[src/rtl/seq_divider16.sv]
// Iterative restoring divider: one quotient bit per clock, valid/ready in and out.
// Define SEQ_DIVIDER16_SIGNED_EN for two's-complement operands (truncating toward zero).
module seq_divider16 #(
  parameter int unsigned WIDTH = 16
) (
  input  logic             clk,
  input  logic             rst,
  input  logic             in_valid,
  output logic             in_ready,
  input  logic [WIDTH-1:0] dividend,
  input  logic [WIDTH-1:0] divisor,
  output logic             out_valid,
  input  logic             out_ready,
  output logic [WIDTH-1:0] quotient,
  output logic [WIDTH-1:0] remainder,
  output logic             div_by_zero,
  output logic             busy
);

  localparam int unsigned CW = $clog2(WIDTH);
  localparam logic [CW-1:0] LAST = CW'(WIDTH - 1);

  typedef enum logic [1:0] {IDLE, CALC, DONE} state_t;

  state_t           state;
  logic [WIDTH-1:0] qsr;
  logic [WIDTH-1:0] rsr;
  logic [WIDTH-1:0] dsr;
  logic [CW-1:0]    cnt;

  logic [WIDTH:0]   rshift;
  logic [WIDTH:0]   diff;
  logic [WIDTH-1:0] rnext;
  logic [WIDTH-1:0] qnext;
  logic [WIDTH-1:0] a_mag;
  logic [WIDTH-1:0] b_mag;
  logic [WIDTH-1:0] q_fin;
  logic [WIDTH-1:0] r_fin;

`ifdef SEQ_DIVIDER16_SIGNED_EN
  logic neg_q;
  logic neg_r;

  always_comb begin
    a_mag = dividend[WIDTH-1] ? -dividend : dividend;
    b_mag = divisor[WIDTH-1]  ? -divisor  : divisor;
    q_fin = neg_q ? -qnext : qnext;
    r_fin = neg_r ? -rnext : rnext;
  end
`else
  always_comb begin
    a_mag = dividend;
    b_mag = divisor;
    q_fin = qnext;
    r_fin = rnext;
  end
`endif

  // The stored partial remainder is always < divisor, so its extra top bit is
  // kept only in the shifted/subtracted intermediate, not in the register.
  always_comb begin
    rshift = {rsr, qsr[WIDTH-1]};
    diff   = rshift - {1'b0, dsr};
    if (!diff[WIDTH]) begin
      rnext = diff[WIDTH-1:0];
      qnext = {qsr[WIDTH-2:0], 1'b1};
    end else begin
      rnext = rshift[WIDTH-1:0];
      qnext = {qsr[WIDTH-2:0], 1'b0};
    end
  end

  always_ff @(posedge clk or posedge rst) begin
    if (rst) begin
      state       <= IDLE;
      qsr         <= '0;
      rsr         <= '0;
      dsr         <= '0;
      cnt         <= '0;
      quotient    <= '0;
      remainder   <= '0;
      out_valid   <= 1'b0;
      div_by_zero <= 1'b0;
      busy        <= 1'b0;
      in_ready    <= 1'b1;
`ifdef SEQ_DIVIDER16_SIGNED_EN
      neg_q       <= 1'b0;
      neg_r       <= 1'b0;
`endif
    end else begin
      case (state)
        IDLE: begin
          if (in_valid) begin
            in_ready <= 1'b0;
            busy     <= 1'b1;
            if (divisor == '0) begin
              quotient    <= '1;
              remainder   <= dividend;
              div_by_zero <= 1'b1;
              out_valid   <= 1'b1;
              state       <= DONE;
            end else begin
              qsr   <= a_mag;
              rsr   <= '0;
              dsr   <= b_mag;
              cnt   <= '0;
              state <= CALC;
`ifdef SEQ_DIVIDER16_SIGNED_EN
              neg_q <= dividend[WIDTH-1] ^ divisor[WIDTH-1];
              neg_r <= dividend[WIDTH-1];
`endif
            end
          end
        end
        CALC: begin
          qsr <= qnext;
          rsr <= rnext;
          cnt <= cnt + 1'b1;
          if (cnt == LAST) begin
            quotient  <= q_fin;
            remainder <= r_fin;
            out_valid <= 1'b1;
            state     <= DONE;
          end
        end
        DONE: begin
          if (out_ready) begin
            out_valid   <= 1'b0;
            div_by_zero <= 1'b0;
            busy        <= 1'b0;
            in_ready    <= 1'b1;
            state       <= IDLE;
          end
        end
        default: state <= IDLE;
      endcase
    end
  end

endmodule

[config.mk]
export PLATFORM = sky130hd
export DESIGN_NAME = seq_divider16
export DESIGN_NICKNAME = d
export VERILOG_FILES = /design/src/rtl/seq_divider16.sv
export SDC_FILE = /design/constraint.sdc
export NUM_CORES = 1
export LEC_CHECK = 0
export ABC_CLOCK_PERIOD_IN_PS = 4600
export CORE_MARGIN = 5
export CORE_UTILIZATION = 40
export CTS_CLUSTER_DIAMETER = 120
export DETAILED_ROUTE_END_ITERATION = 16
export PLACE_DENSITY = 0.6
export SLEW_MARGIN = 30
export SYNTH_ARGS = -nofsm -noshare
export SYNTH_HDL_FRONTEND = slang
export SYNTH_SLANG_ARGS = --single-unit
[constraint.sdc]
create_clock -name clk -period 4.6 [get_ports clk]
set_input_delay 1.38 -clock clk [delete_from_list [all_inputs] [get_ports clk]]
set_output_delay 1.38 -clock clk [all_outputs]
set_load 0.01 [all_outputs]
# Word level (Yosys, flattened, before mapping)
# Index checks and enable logic that the tools add are counted.
# totals
ff_bits,90
latchBits,0
ramBits,0
rom_bits,0
elab_cells,69
mem_count,0
# op_classes
addsub,2
n_mul,0
div,0
magnitude_cmp,0
n_eq_ne,8
n_shift,0
n_mux,35
bitwise,1
reduce_logical,12
# op_table
op,count
$mux 16,11
$pmux 16 s2,4
$sub 17x16->17,1
$logic_not 16->1,1
$reduce_and 3->1,4
$ne 2x2->1 const B,5
$mux 1,8
$mux 2,4
$mux 4,2
$pmux 4 s2,1
$reduce_and 4->1,2
$pmux 1 s2,3
$pmux 2 s3,1
$reduce_and 5->1,1
$add 4x1->4 const B,1
$eq 4x4->1 const B,1
$reduce_bool 2->1,2
$pmux 1 s3,1
$reduce_bool 3->1,1
$eq 2x1->1 const B,1
$eq 2x2->1 const B,1
$logic_not 2->1,1
$not 1->1,1

# Logic depth before layout (Yosys ltp)
# logic_depth
word_depth,4
mapped_depth,12
depth_no_buf,11

# Worst setup path before layout
# OpenSTA, ideal clock, no wires.
# synth_timing
kind,input port to flip-flop
start,input port divisor[3]
end,register dsr[0]
arrival_time_ns,2.853
required_ns,4.475
setup_slack_ns,1.623
stages,7
n_path_buf,2
cell_sequence,nor4_1 > nand4_1 > nand2_1 > or3_1 > clkbuf_1 > buf_2 > mux2_2
# synth_between
elab_chain_len,3
# synth_lines
element,line_no,rtl
from (decl),11,"input logic [WIDTH-1:0] divisor,"
$logic_not 16->1,96,if (divisor == '0) begin
$not 1->1 (no line),n/a,
$reduce_and 3->1 (no line),n/a,
to (signal assigned),105,dsr <= b_mag;
to (decl),28,logic [WIDTH-1:0] dsr;
# No other way between the ends.
# A chain may end at the register's enable or synchronous reset.

# Worst setup path in the final report
# layout_timing
start,input port divisor[0]
end,register remainder[12]
# layout_between
elab_chain_len,3
# layout_lines
element,line_no,rtl
$logic_not 16->1,96,
$ne 2x2->1 (no line),n/a,
$reduce_and 4->1 (no line),n/a,
to (signal assigned),98,remainder <= dividend;
to (signal assigned),121,remainder <= r_fin;
to (decl),15,"output logic [WIDTH-1:0] remainder,"
# No other way between the ends.

==> impl_metrics.ini <==
[status]
status = finished, final reports clean

[final_layout]
layout.nets = 637
layout_common_cells = dfrtp_1 (89), nand2_1 (72), nor2_1 (71), clkdlybuf4s50_1 (71), a21oi_1 (43)
drive_gt1_share_pct = 8.16
fill_cells = 1090
area_growth_pct = 25.0
multi_input_area_mm2 = 0.00228
final_common_cell = dfrtp_1
layout.area.seq_mm2 = 0.00225
diodes = 0

[worst_hold_path]
hold_class = reg -> reg
hp-start = in_ready$_DFFE_PP1P_
worstHoldPathCells = 2
worstHoldEndpoint = in_ready$_DFFE_PP1P_

[floorplan]
row_count = 39
die_h_um = 119
design.die.area_mm2 = 0.0141
design.core.area_mm2 = 0.0115
ioPinCount = 72
fp.dieW_um = 119
start_util_pct = 41.0

[global_routing]
grt_first_pass_wirelength_mm = 19.6
grt_pass1_vias = 3760
grt.total_usage_pct = 17.3
grt_max_degree = 43
antenna_found_initial = 0
overflow = 0

[synthesis]
synth_fa_ha_area_share_pct = 4.92
synth-simple-area-share_pct = 15.7
async_flop_share_pct = 100
synth.area.mux_share_pct = 5.96
yosysWarnings = 0
ys_ff_latch = 90
synth-edff-count = 0
syn_nets = 573
synth_xor_area_share_pct = 3.36
syn_avg_cell_area_um2 = 9.11
synth_top_family_by_area = compound AO/OA/AOI/OAI gates
syn_inst = 519
synth-compound-area-share_pct = 18.1
synth-main-ff-cell = dfrtp_1
seq_area_frac_synth_pct = 47.7
synthDistinctLibCells = 48
syn_area_mm2 = 0.00473

[clock_network]
cts_max_level = 3
hold_buffers = 0
root_buffer = clkbuf_16
clockBufferDepth = 2
clkTransAtPathRegs_ns = 0.06
cts_resized = 0
clock-sinks = 90
cts_setup_buffers = 0
clock_latency_ns = 0.34
numCtsBuffers = 9
cts_tree = built

[sta]
hold_slack_ns = 0.471
period_share_pct = 76.2
tightest_slew_ns = 0.780
hold_viol = 0
drv_slew = 0
rsz0062_at_grt = no
max_freq_ghz = 0.285
setup_viol = 0
period_needed_ns = 3.51
skew_ns = 0.00798
fin_setup_tns_ns = 0
slew-limit-headroom_pct = 47.7
fin_ws_ns = 1.09

[worst_setup_path]
timing.rr.end = remainder[8]$_DFFE_PP0P_
worstPathArrival_ns = 3.72
start_kind = input port
path_class = in -> reg
ff2ff_path_depth = 11
setup.worst_path.start = divisor[0]
cp.required_ns = 4.81
reg2reg_from = qsr[15]$_DFFE_PP0P_
endpoint_kind = register
r2r_slack_ns = 1.25
cp_max_fo = 13

[power_and_ir_drop]
ir_worst_vdd_mv = 0.306
p_per_area_mw_per_mm2 = 849
p_leak_nw = 2.62

[place]
dpl.hpwl_mm = 8.88
routabilityCongestion = 0.903
dpl_worst_slack_ns = 0.675
io_buffer_count = 71

[detailed_routing]
first_iter_violations = 278
firstDrtPassIters = 5
via_count = 3908
wirelength_mm = 11.8
postRouteAntennaNets = 0
drc = 0
wl_per_cell_um = 16.1
viasPerCell = 5.35

[job]
cap_violations = 0
metal layers:
| layer | GRT usage, % | vias to the layer above | routed length, um |
|---|---|---|---|
| li1 | - | 1923 | - |
| met1 | 24.0 | 1842 | 5460 |
| met2 | 27.1 | 125 | 5490 |
| met3 | 3.25 | 18 | 571 |
| met4 | 6.66 | 0 | 251 |
| met5 | 0 | - | 0 |
state kept, by name, indices dropped and copies added (netlist names):
register and flops:
quotient 16, state 2, remainder 16, dsr 16
div_by_zero 1, busy 1, out_valid 1, rsr 16
in_ready 1, qsr 16, cnt 4
stage by stage:
step | util, % | cells | power [W] | instance area [um2]
after detailed placement | 48.5 | 715 | 0.00425 | 5590
final | 51.3 | 731 | 0.00502 | 5910
after global routing | 51.3 | 731 | 0.00547 | 5910
after global placement | 48.5 | 715 | 0.00416 | 5590
after CTS | 51.3 | 731 | 0.00505 | 5910
after floorplan | - | 519 | 0.00344 | 4730
cell families after synthesis:
| logic type | Yosys count |
|---|---|
| AND/OR/NAND/NOR | 178 |
| AO/OA/AOI/OAI | 140 |
| flip-flops | 90 |
| buffers and inverters | 51 |
| multiplexers | 26 |
| adder cells (fa/ha/maj) | 18 |
| XOR/XNOR | 16 |
synthesized netlist by cell type, types with 3 or more instances:
cell type | count | area [um2]
nand3_1 | 10 | 50.1
a21oi_1 | 45 | 225
nand4_1 | 3 | 18.8
o22a_1 | 6 | 52.6
a21o_1 | 9 | 67.6
o211ai_1 | 4 | 30.0
inv_1 | 25 | 93.8
nand2_1 | 72 | 270
o21ai_0 | 33 | 165
clkbuf_1 | 20 | 75.1
a22oi_1 | 8 | 60.1
o21a_1 | 3 | 22.5
nor4_1 | 4 | 25.0
xor2_1 | 3 | 26.3
nor2_1 | 72 | 270
mux2i_1 | 9 | 90.1
mux2_2 | 17 | 191
nand2b_1 | 5 | 31.3
dfrtp_1 | 89 | 2230
a31oi_1 | 19 | 119
o31ai_1 | 3 | 22.5
ha_1 | 17 | 213
xnor2_1 | 12 | 105
worst max path at each step:
stage	endpoint	slack (ns)	cells past startpoint
final	remainder[12]$_DFFE_PP0P_	1.09	9
after global routing	remainder[14]$_DFFE_PP0P_	0.79	9
after detailed placement	dsr[0]$_DFFE_PP0P_	0.67	6
after global placement	dsr[14]$_DFFE_PP0P_	0.75	6
after floorplan	busy$_DFFE_PP0P_	0.89	1
after CTS	remainder[7]$_DFFE_PP0P_	1.04	9
power breakdown:
group | internal (W) | leakage [nW] | switching, W | total, W
Sequential | 0.00116 | 1.05 | 0.000296 | 0.00146
Combinational | 0.00124 | 1.41 | 0.00152 | 0.00275
Clock | 0.000489 | 0.156 | 0.000312 | 0.000801
Total | 0.00289 | 2.62 | 0.00212 | 0.00502
cell type report:
class | instances | share of cell area [%]
Inverter | 26 | 1.67
Timing Repair Buffer | 78 | 13.1
Clock inverter | 5 | 1.31
Tap cell | 143 | 3.03
Clock buffer | 11 | 4.11
Multi-Input combinational cell | 378 | 38.6
Sequential cell | 90 | 38.2
worst max-delay path, stage by stage:
cell and delay, ns:
clkdlybuf4s50_1 0.43, nor4_1 0.41, nand4_1 0.27, inv_1 0.10, nand2_1 0.25, inv_1 0.19, o21ai_1 0.26, a22oi_1 0.28
o21ai_0 0.13
Power figures use the tool's default switching activity.
